File: src/rtl/vx_lock_rr_arbiter.sv
// Round-robin arbiter with grant locking: one requester keeps the shared resource
// until the downstream side reports consumption on grant_unlock.

module VX_onehot_encoder #(
    parameter int N  = 4,
    parameter int LN = (N > 1) ? $clog2(N) : 1
) (
    input  logic [N-1:0]  data_in,
    output logic [LN-1:0] data_out,
    output logic          valid_out
);
    // OR of the indices of all set bits; exact for a one-hot (or zero) input.
    always_comb begin
        data_out = '0;
        for (int i = 0; i < N; i++) begin
            if (data_in[i]) begin
                data_out = data_out | LN'(i);
            end
        end
    end

    assign valid_out = |data_in;
endmodule

// Handshake: grant_valid/grant_onehot/grant_index describe the current owner; the
// downstream side pulses grant_unlock in the cycle it consumes the grant. A locked owner
// must keep its request bit high until that cycle; grant_unlock never affects the
// current-cycle grant, only the next state.
module vx_lock_rr_arbiter #(
    parameter int NUM_REQS     = 4,
    parameter int LOCK_ENABLE  = 1,
    parameter int LOG_NUM_REQS = (NUM_REQS > 1) ? $clog2(NUM_REQS) : 1
) (
    input  logic                    clk,
    input  logic                    reset,
    input  logic [NUM_REQS-1:0]     requests,
    input  logic                    grant_unlock,
    output logic                    grant_valid,
    output logic [NUM_REQS-1:0]     grant_onehot,
    output logic [LOG_NUM_REQS-1:0] grant_index,
    output logic                    debug_locked,
    output logic [LOG_NUM_REQS-1:0] debug_prio_ptr
);
    logic [LOG_NUM_REQS-1:0] prio_ptr;
    logic                    locked;
    logic [NUM_REQS-1:0]     lock_onehot;
    logic [NUM_REQS-1:0]     masked_reqs;
    logic [NUM_REQS-1:0]     search_reqs;
    logic [NUM_REQS-1:0]     rr_onehot;
    logic                    enc_valid;

    // Requesters after the pointer win first; if none, wrap to the lowest requester.
    always_comb begin
        masked_reqs = '0;
        for (int j = 0; j < NUM_REQS; j++) begin
            masked_reqs[j] = requests[j] && (LOG_NUM_REQS'(j) > prio_ptr);
        end
        search_reqs = (|masked_reqs) ? masked_reqs : requests;
        rr_onehot = '0;
        for (int j = NUM_REQS - 1; j >= 0; j--) begin
            if (search_reqs[j]) begin
                rr_onehot    = '0;
                rr_onehot[j] = 1'b1;
            end
        end
    end

    assign grant_onehot = locked ? lock_onehot : rr_onehot;
    assign grant_valid  = locked | (|requests);

    VX_onehot_encoder #(
        .N  (NUM_REQS),
        .LN (LOG_NUM_REQS)
    ) onehot_encoder (
        .data_in   (grant_onehot),
        .data_out  (grant_index),
        .valid_out (enc_valid)
    );

    always_ff @(posedge clk) begin
        if (reset) begin
            prio_ptr    <= LOG_NUM_REQS'(NUM_REQS - 1);
            locked      <= 1'b0;
            lock_onehot <= '0;
        end else begin
            if (grant_valid && grant_unlock) begin
                prio_ptr <= grant_index;
            end
            if (LOCK_ENABLE != 0) begin
                if (locked) begin
                    if (grant_unlock) begin
                        locked <= 1'b0;
                    end
                end else if (grant_valid && !grant_unlock) begin
                    locked      <= 1'b1;
                    lock_onehot <= grant_onehot;
                end
            end
        end
    end

    assign debug_locked   = locked;
    assign debug_prio_ptr = prio_ptr;

`ifndef SYNTHESIS
    logic unused_enc_valid;
    assign unused_enc_valid = enc_valid;

    a_locked_request_held : assert property (
        @(posedge clk) disable iff (reset) locked |-> |(requests & lock_onehot)
    ) else $error("vx_lock_rr_arbiter: locked requester dropped its request");
`endif
endmodule

File: config.mk
export PLATFORM = sky130hd
export DESIGN_NAME = vx_lock_rr_arbiter
export DESIGN_NICKNAME = d
export VERILOG_FILES = /design/src/rtl/vx_lock_rr_arbiter.sv
export SDC_FILE = /design/constraint.sdc
export NUM_CORES = 1
export LEC_CHECK = 0
export ABC_AREA = 1
export ABC_CLOCK_PERIOD_IN_PS = 1350
export CORE_AREA = 2 2 39 41
export DETAILED_ROUTE_END_ITERATION = 6
export DIE_AREA = 0 0 41 43
export GPL_ROUTABILITY_DRIVEN = 1
export PLACE_DENSITY_LB_ADDON = 0.15
export SYNTH_ARGS = -nofsm -noshare
export SYNTH_HDL_FRONTEND = slang
export SYNTH_HIERARCHICAL = 1
export SYNTH_SLANG_ARGS = --single-unit
File: constraint.sdc
create_clock -name clk -period 1.35 [get_ports clk]
set_clock_uncertainty 0.05 [all_clocks]
set_input_delay 0.3375 -clock clk [delete_from_list [all_inputs] [get_ports clk]]
set_output_delay 0.3375 -clock clk [all_outputs]
set_load 0.01 [all_outputs]
Word-level counts from Yosys, hierarchy flattened. Cells that the tools add are included.

Eq/ne operators: 0. Bitwise gates (word level): 2. Shift operators: 0. Add/sub/neg operators: 0. Reduce and logical (&&, ||, !) cells: 10. Divide/modulo/power cells: 0. Mux-type cells: 12. Multipliers: 0. $lt $le $gt $ge: 4.

Operator list (count): $mux 4 (6); $reduce_or 4->1 (2); $logic_and 1x1->1 (6); $gt 1x2->1 const A (2); $gt 2x2->1 const A (2); $mux 1 (4); $mux 2 (2); $reduce_and 2->1 (1); $logic_not 1->1 (1); $not 1->1 (1); $or 1x1->1 (1).

Word-level logic and storage cells: 31. Memory bits (writable): 0. Memories: 0. ROM bits: 0. Bits of input ports: 7. Register bits: 7. Output and inout port bits: 10. Bits in latches: 0.

Logic depth before layout (Yosys ltp). Gate-level depths: netlist (run 1).

Depth after elaboration: 12. Mapped depth: 11. Mapped depth without buffers: 11.

Modules after synthesis. The synthesis (run 1) kept the hierarchy.

By module, submodules not included: vx_lock_rr_arbiter (area an instance 402.9 sq um, cells an instance 64, times used 1, sequential area each 140.1 sq um); VX_onehot_encoder (area an instance 21.3 sq um, cells an instance 5, times used 1, sequential area each 0.0 sq um).

Least setup slack after synthesis (run 1). OpenSTA, ideal clock, no wires.

Path kind: reg-to-output. Start point: register prio_ptr[1], in the netlist debug_prio_ptr[1]. End point: output port grant_index[1]. Arrival: 1292 ps. Required time: 962 ps. Slack: -330 ps. Cell stages (with the launch flop): 9. Buffers on the path: 0. Cell sequence: dfxtp_1 inv_1 nand2_1 nand2_2 nor2_2 nor2_4 nand3_1 nand2_1 or2_1.

Longest elaborated chain between the ends: 10. Elaborated cells between the ends (all ways): 17. Classes of those cells: order compare (4); mux (8); reduce/logical (5).

RTL lines: start, declared (RTL line 44) `logic [LOG_NUM_REQS-1:0] prio_ptr;`; start signal, assigned (RTL line 82) `prio_ptr <= LOG_NUM_REQS'(NUM_REQS - 1);`; start signal, assigned (RTL line 87) `prio_ptr <= grant_index;`; $gt 1x2->1 or $gt 2x2->1 (tied branches) (RTL line 56) `masked_reqs[j] = requests[j] && (LOG_NUM_REQS'(j) > prio_ptr);`; $logic_and 1x1->1 (RTL line 56); $reduce_or 4->1 (RTL line 58) `search_reqs = (|masked_reqs) ? masked_reqs : requests;`; $mux 4 * (RTL line 58); $mux 4 (2 in a row) (RTL line 61) `if (search_reqs[j]) begin`; $mux 4 * (RTL line 61); $mux 4 * (RTL line 68) `assign grant_onehot = locked ? lock_onehot : rr_onehot;`; net grant_onehot[2] (RTL line 39) `output logic [NUM_REQS-1:0] grant_onehot,`; $mux 2 * (2 in a row) (RTL line 16) `if (data_in[i]) begin`; end, declared (RTL line 40) `output logic [LOG_NUM_REQS-1:0] grant_index,`.

The timed path passes the listed nets; every way through them passes the cells marked *.

Worst setup path after layout (run 1).
Start point: register prio_ptr[1], in the netlist debug_prio_ptr[1]. End point: output port grant_index[1].

Longest elaborated chain between the ends: 10. Elaborated cells between the ends (all ways): 17. Classes of those cells: order compare (4); mux (8); reduce/logical (5).

RTL lines (RTL line): $gt 1x2->1 or $gt 2x2->1 (tied branches) (56); $logic_and 1x1->1 (56); $reduce_or 4->1 (58); $mux 4 * (58); $mux 4 (2 in a row) (61); $mux 4 * (61); $mux 4 * (68); $mux 2 or $mux 4 (tied branches) (16, 68); $mux 2 * (16).

Every way passes the cells marked *; elsewhere a longest branch is shown, timed or not.

==> flow_metrics.env, run 1 <==
export IMPL_hold_end="lock_onehot[1]"
export IMPL_startpoint_type="flop"
export IMPL_ant_nets=0
export IMPL_crit_chain="inv_2 > nand2_2 > nand3_1 > nand2_2 > inv_2 > nand3_2 > nand2_2 > or2_4 > buf_6"
export IMPL_antenna_found_initial=0
export IMPL_reg2reg_depth=11
export IMPL_grt_use_total=0.1782
export IMPL_reg2reg_slack_ns=-0.21
export IMPL_viasPerCell=4.545
export IMPL_violations="negative setup slack"
export IMPL_tns_ns=-2.822
export IMPL_multi_input_area_um2=299.0
export IMPL_finalHoldViolCount=0
export IMPL_die_w_um=41
export IMPL_post_place_cells=109
export IMPL_setup_viol=10
export IMPL_syn_to_final_growth_pct=103.3
export IMPL_leakage_nw=0.4307
export IMPL_dieHeight_um=43
export IMPL_tightest_slew_ns=0.2332
export IMPL_holdPathStages=2
export IMPL_hp_start="lock_onehot[1]"
export IMPL_critPathMaxStageDelay_ns=0.38
export IMPL_worstPathArrival_ns=1.48
export IMPL_cts_tree="built"
export IMPL_vias=559
export IMPL_clkSlewWorstSetupHoldPaths_ns=0.05
export IMPL_first_pass_iters=4
export IMPL_initial_core_util=0.3011
export IMPL_critPathMaxFanout=5
export IMPL_cp_common_cell="nand2_2"
export IMPL_die_area_um2=1763
export IMPL_crit_required_ns=0.96
export IMPL_utilization=0.6121
export IMPL_dp_hpwl_um=866.8
export IMPL_final_cells=123
export IMPL_period_needed_ns=1.869
export IMPL_drcViolationCount=0
export IMPL_r2r_end="debug_prio_ptr[1]"
export IMPL_grt_max_degree=8
export IMPL_timing_hold_ws_ns=0.4191
export IMPL_finalNetCount=115
export IMPL_seqCellArea_um2=148.9
export IMPL_clk_latency_ns=0.25
export IMPL_grt_pass1_vias=514
export IMPL_cts_sinks=7
export IMPL_worst_path_buf_inv=3
export IMPL_fp_coreArea_um2=1384
export IMPL_cts_made_buffers=3
export IMPL_drive_above_1_share=0.5981
export IMPL_num_rows=14
export IMPL_fill_cells=132
export IMPL_syn_mean_instance_area_um2=6.219
export IMPL_crit_slowest_cell="dfxtp_4"
export IMPL_fmax_mhz=535.0
export IMPL_synth_nets=74
export IMPL_min_path_type="reg2reg"
export IMPL_place_gp_congestion=0.7122
export IMPL_outcome="finished, violations left"
export IMPL_finalInstanceArea_um2=847.1
export IMPL_yosysWarningCount=6
export IMPL_n_antenna_cell=0
export IMPL_synth_area_um2=416.7
export IMPL_critPathKind="reg2out"
export IMPL_wl_um=1260
export IMPL_final_max_slew_viol_count=0
export IMPL_root_buffer="clkbuf_4"
export IMPL_vdd_drop_max_v=0.0005711
export IMPL_reg2reg_from="debug_prio_ptr[1]"
export IMPL_setup_ws_ns=-0.5190
export IMPL_max_slew_margin=0.8429
export IMPL_placed_area_um2=701.9
export IMPL_post_route_period_util=1.384
export IMPL_crit_family="simple AND/OR/NAND/NOR gates"
export IMPL_max_cap_violations=0
export IMPL_htree_levels=1
export IMPL_grt_overflow_total=0
export IMPL_drtIter0Drc=5
export IMPL_power_density_nw_per_um2=857.9
export IMPL_wl_per_cell_um=10.24
export IMPL_rsz0062_at_grt="true"
export IMPL_cts_max_path_buffers=2
export IMPL_end_kind="output pin"
export IMPL_syn_inst=67
export IMPL_ios=17
export IMPL_portBuffers=16
export IMPL_grt_pass1_wl_um=2063
## report_power, final
part / internal (W) / total [W] / switching [W]
Combinational: 0.000159 / 0.000297 / 0.000139
Sequential: 0.000224 / 0.000240 / 0.0000160
Clock: 0.000108 / 0.000189 / 0.0000812
## worst max path at each step
stage,end,start,cells past startpoint
floorplan,grant_index[1],debug_prio_ptr[1],8
global placement,grant_index[0],requests[3],10
detailed placement,grant_index[0],requests[3],10
CTS,grant_index[1],debug_prio_ptr[1],9
global route,grant_index[1],debug_prio_ptr[1],9
finish,grant_index[1],debug_prio_ptr[1],9
## area by class of cell
type,instances,share of cell area
Multi-Input combinational cell,47,0.3530
Clock inverter,1,0.005908
Tap cell,16,0.02363
Inverter,13,0.06352
Clock buffer,3,0.02659
Sequential cell,7,0.1758
Timing Repair Buffer,36,0.3516
## layout by cell type (no fill, tap or decap), drive strengths merged
| master | instances |
|---|---|
| or2 | 1 |
| nand2 | 20 |
| nor2 | 9 |
| clkdlybuf4s50 | 2 |
| nand3 | 7 |
| a21oi | 4 |
| o211ai | 2 |
| clkbuf | 4 |
| buf | 28 |
| nand4 | 1 |
| clkinv | 1 |
| o21ai | 3 |
| clkdlybuf4s15 | 1 |
| inv | 13 |
| dfxtp | 7 |
| dlygate4sd2 | 4 |
## routing by layer
| layer | GRT usage | vias to the layer above | share of wire |
|---|---|---|---|
| met5 | 0 | - | 0 |
| met3 | 0.09424 | 2 | 0.053 |
| li1 | - | 290 | - |
| met4 | 0.06000 | 0 | 0.0079 |
| met1 | 0.1916 | 253 | 0.37 |
| met2 | 0.2844 | 14 | 0.57 |
## registers in the layout (all words and copies together), names as in the netlist
register	cells
lock_onehot	4
debug_prio_ptr	2
debug_locked	1
## worst reg2reg max path: cells and delay by family (launching register included)
family	cells	cell delay (ns)
AOI/OAI and AO/OA	1	0.08
buffers and inverters	3	0.23
DFF	1	0.38
and+or+nand+nor	7	0.68
## what timing repair did
| action | in CTS | in global routing |
|---|---|---|
| endpoints found under the hold margin | 0 | 0 |
| pin swaps | 12 | 4 |
| setup buffers | 8 | 2 |
| endpoints found under the setup margin | 16 | 12 |
| resized for setup | 64 | 5 |
| hold buffers | 0 | 0 |
## per-stage QoR
stage	total power, W	setup WS [ns]
final	0.0007267	-0.5190
after global placement	0.0004941	-1.072
after detailed placement	0.0004961	-1.081
after floorplan	0.0003564	-0.1556
after global routing	0.0007767	-0.6088
after CTS	0.0007261	-0.5454
Power figures use the tool's default switching activity.
==> run 2, diff against run 1 <==
--- a/config.mk
+++ b/config.mk
@@ -11,7 +11,7 @@
 export DETAILED_ROUTE_END_ITERATION = 6
 export DIE_AREA = 0 0 41 43
 export GPL_ROUTABILITY_DRIVEN = 1
-export PLACE_DENSITY_LB_ADDON = 0.15
+export PLACE_DENSITY = 0.7
 export SYNTH_ARGS = -nofsm -noshare
 export SYNTH_HDL_FRONTEND = slang
 export SYNTH_HIERARCHICAL = 1
==> flow_metrics.env, run 2 (synthesized netlist as in run 1, its figures left out) <==
export IMPL_fmax_mhz=525.4
export IMPL_setup_viol=13
export IMPL_ant_nets=0
export IMPL_place_ws_ns=-1.063
export IMPL_power_density_nw_per_um2=876.2
export IMPL_max_slew_margin=0.8559
export IMPL_seqPwrFrac=0.320
export IMPL_post_route_period_util=1.410
export IMPL_pwr_share_clk=0.256
export IMPL_outcome="finished, violations left"
export IMPL_ios=17
export IMPL_startpoint_type="primary input"
export IMPL_place_gp_congestion=0.7386
export IMPL_clk_latency_ns=0.25
export IMPL_htree_levels=1
export IMPL_finalHoldViolCount=0
export IMPL_n_antenna_cell=0
export IMPL_holdPathStages=2
export IMPL_max_cap_violations=0
export IMPL_critPathMaxFanout=3
export IMPL_initial_core_util=0.3011
export IMPL_intPower_w=0.0005034
export IMPL_timing_hold_ws_ns=0.4431
export IMPL_wl_per_cell_um=11.69
export IMPL_num_rows=14
export IMPL_leakage_nw=0.4346
export IMPL_cts_tree="built"
export IMPL_die_area_um2=1763
export IMPL_top_register="lock_onehot"
export IMPL_critPathKind="in2out"
export IMPL_final_max_slew_viol_count=0
export IMPL_cts_sinks=7
export IMPL_cts_max_path_buffers=2
export IMPL_wl_um=1438
export IMPL_die_w_um=41
export IMPL_vias=567
export IMPL_switchingPower_w=0.0002421
export IMPL_tightest_slew_ns=0.2140
export IMPL_min_path_type="reg2reg"
export IMPL_dp_hpwl_um=814.5
export IMPL_grt_max_degree=8
export IMPL_grt_pass1_vias=523
export IMPL_antenna_found_initial=0
export IMPL_largest_reg_flops=4
export IMPL_fp_coreArea_um2=1384
export IMPL_violations="negative setup slack"
export IMPL_tns_ns=-3.656
export IMPL_grt_overflow_total=0
export IMPL_viasPerCell=4.610
export IMPL_drtIter0Drc=11
export IMPL_period_needed_ns=1.903
export IMPL_vdd_drop_max_v=0.0007088
export IMPL_root_buffer="clkbuf_4"
export IMPL_worstPathArrival_ns=1.52
export IMPL_grt_pass1_wl_um=2187
export IMPL_drive_above_1_share=0.6075
export IMPL_grt_use_total=0.1869
export IMPL_switching_share=0.3247
export IMPL_portBuffers=16
export IMPL_setup_ws_ns=-0.5532
export IMPL_first_pass_iters=4
export IMPL_final_cell_mix="12 x nand2_2, 12 x buf_4, 10 x buf_6"
export IMPL_cts_made_buffers=3
export IMPL_drcViolationCount=0
export IMPL_p_comb_frac=0.424
export IMPL_syn_to_final_growth_pct=104.2
export IMPL_rsz0062_at_grt="true"
export IMPL_reg2reg_depth=13
export IMPL_crit_required_ns=0.96
export IMPL_dieHeight_um=43
export IMPL_clkSlewWorstSetupHoldPaths_ns=0.05
export IMPL_end_kind="output pin"
export IMPL_finalNetCount=115
[run 2: final timing paths]
path / startpoint / to / slack [ns]
worst min-delay path: lock_onehot[1] / lock_onehot[1] / 0.44
worst min register to register: lock_onehot[1] / lock_onehot[1] / 0.44
worst max-delay path: requests[2] / grant_index[1] / -0.55
worst max register to register: debug_prio_ptr[0] / lock_onehot[3] / -0.42
[run 2: repair_timing]
| action | in CTS | in global routing |
|---|---|---|
| buffers inserted | 10 | 3 |
| hold buffers | 0 | 0 |
| pin swaps | 12 | 9 |
| setup endpoints to repair | 16 | 13 |
| gates resized for setup | 60 | 9 |
[run 2: power by group through the flow]
| stage | sequential, W | clock [W] | combinational (W) |
|---|---|---|---|
| floorplan | 0.000243 | 0 | 0.000113 |
| global placement | 0.000239 | 0 | 0.000247 |
| CTS | 0.000237 | 0.000195 | 0.000284 |
| global route | 0.000240 | 0.000219 | 0.000343 |
| detailed placement | 0.000240 | 0 | 0.000248 |
| finish | 0.000238 | 0.000191 | 0.000316 |
[run 2: cell type report]
class	instances	area, um2
repair buffers	36	307.8
multi-input cells	47	299.0
inverters	13	51.30
clock buffers	4	26.28
well taps	16	20.02
flip-flops and latches	7	146.4
fillers	125	533.0
[run 2: metrics by stage]
step | instance area, um2 | util | power (W) | cells
global placement | 701.9 | 0.5072 | 0.0004868 | 109
global route | 850.8 | 0.6148 | 0.0008021 | 123
detailed placement | 701.9 | 0.5072 | 0.0004880 | 109
finish | 850.8 | 0.6148 | 0.0007455 | 123
floorplan | 446.7 | - | 0.0003564 | 67
CTS | 820.8 | 0.5931 | 0.0007158 | 121
[run 2: metal layers]
layer	track usage	part of all wire	vias to the layer above
li1	-	-	290
met1	0.2226	0.40	247
met2	0.2750	0.49	19
met3	0.08377	0.058	11
met4	0.08667	0.045	0
met5	0	0	-
[run 2: critical path: stages]
cell           delay (ns)
dlygate4sd2_1        0.29
nand2_2              0.12
nand3_2              0.09
nand2_2              0.11
inv_2                0.06
nand3_2              0.09
nand2_2              0.06
or2_4                0.25
buf_6                0.12
==> run 3, diff against run 2 <==
--- a/config.mk
+++ b/config.mk
@@ -11,6 +11,7 @@
 export DETAILED_ROUTE_END_ITERATION = 6
 export DIE_AREA = 0 0 41 43
 export GPL_ROUTABILITY_DRIVEN = 1
+export HOLD_SLACK_MARGIN = 0.15
 export PLACE_DENSITY = 0.7
 export SYNTH_ARGS = -nofsm -noshare
 export SYNTH_HDL_FRONTEND = slang
==> results of run 3 <==
Same layout as run 2: the final DEF is identical, and so are final timing and power.
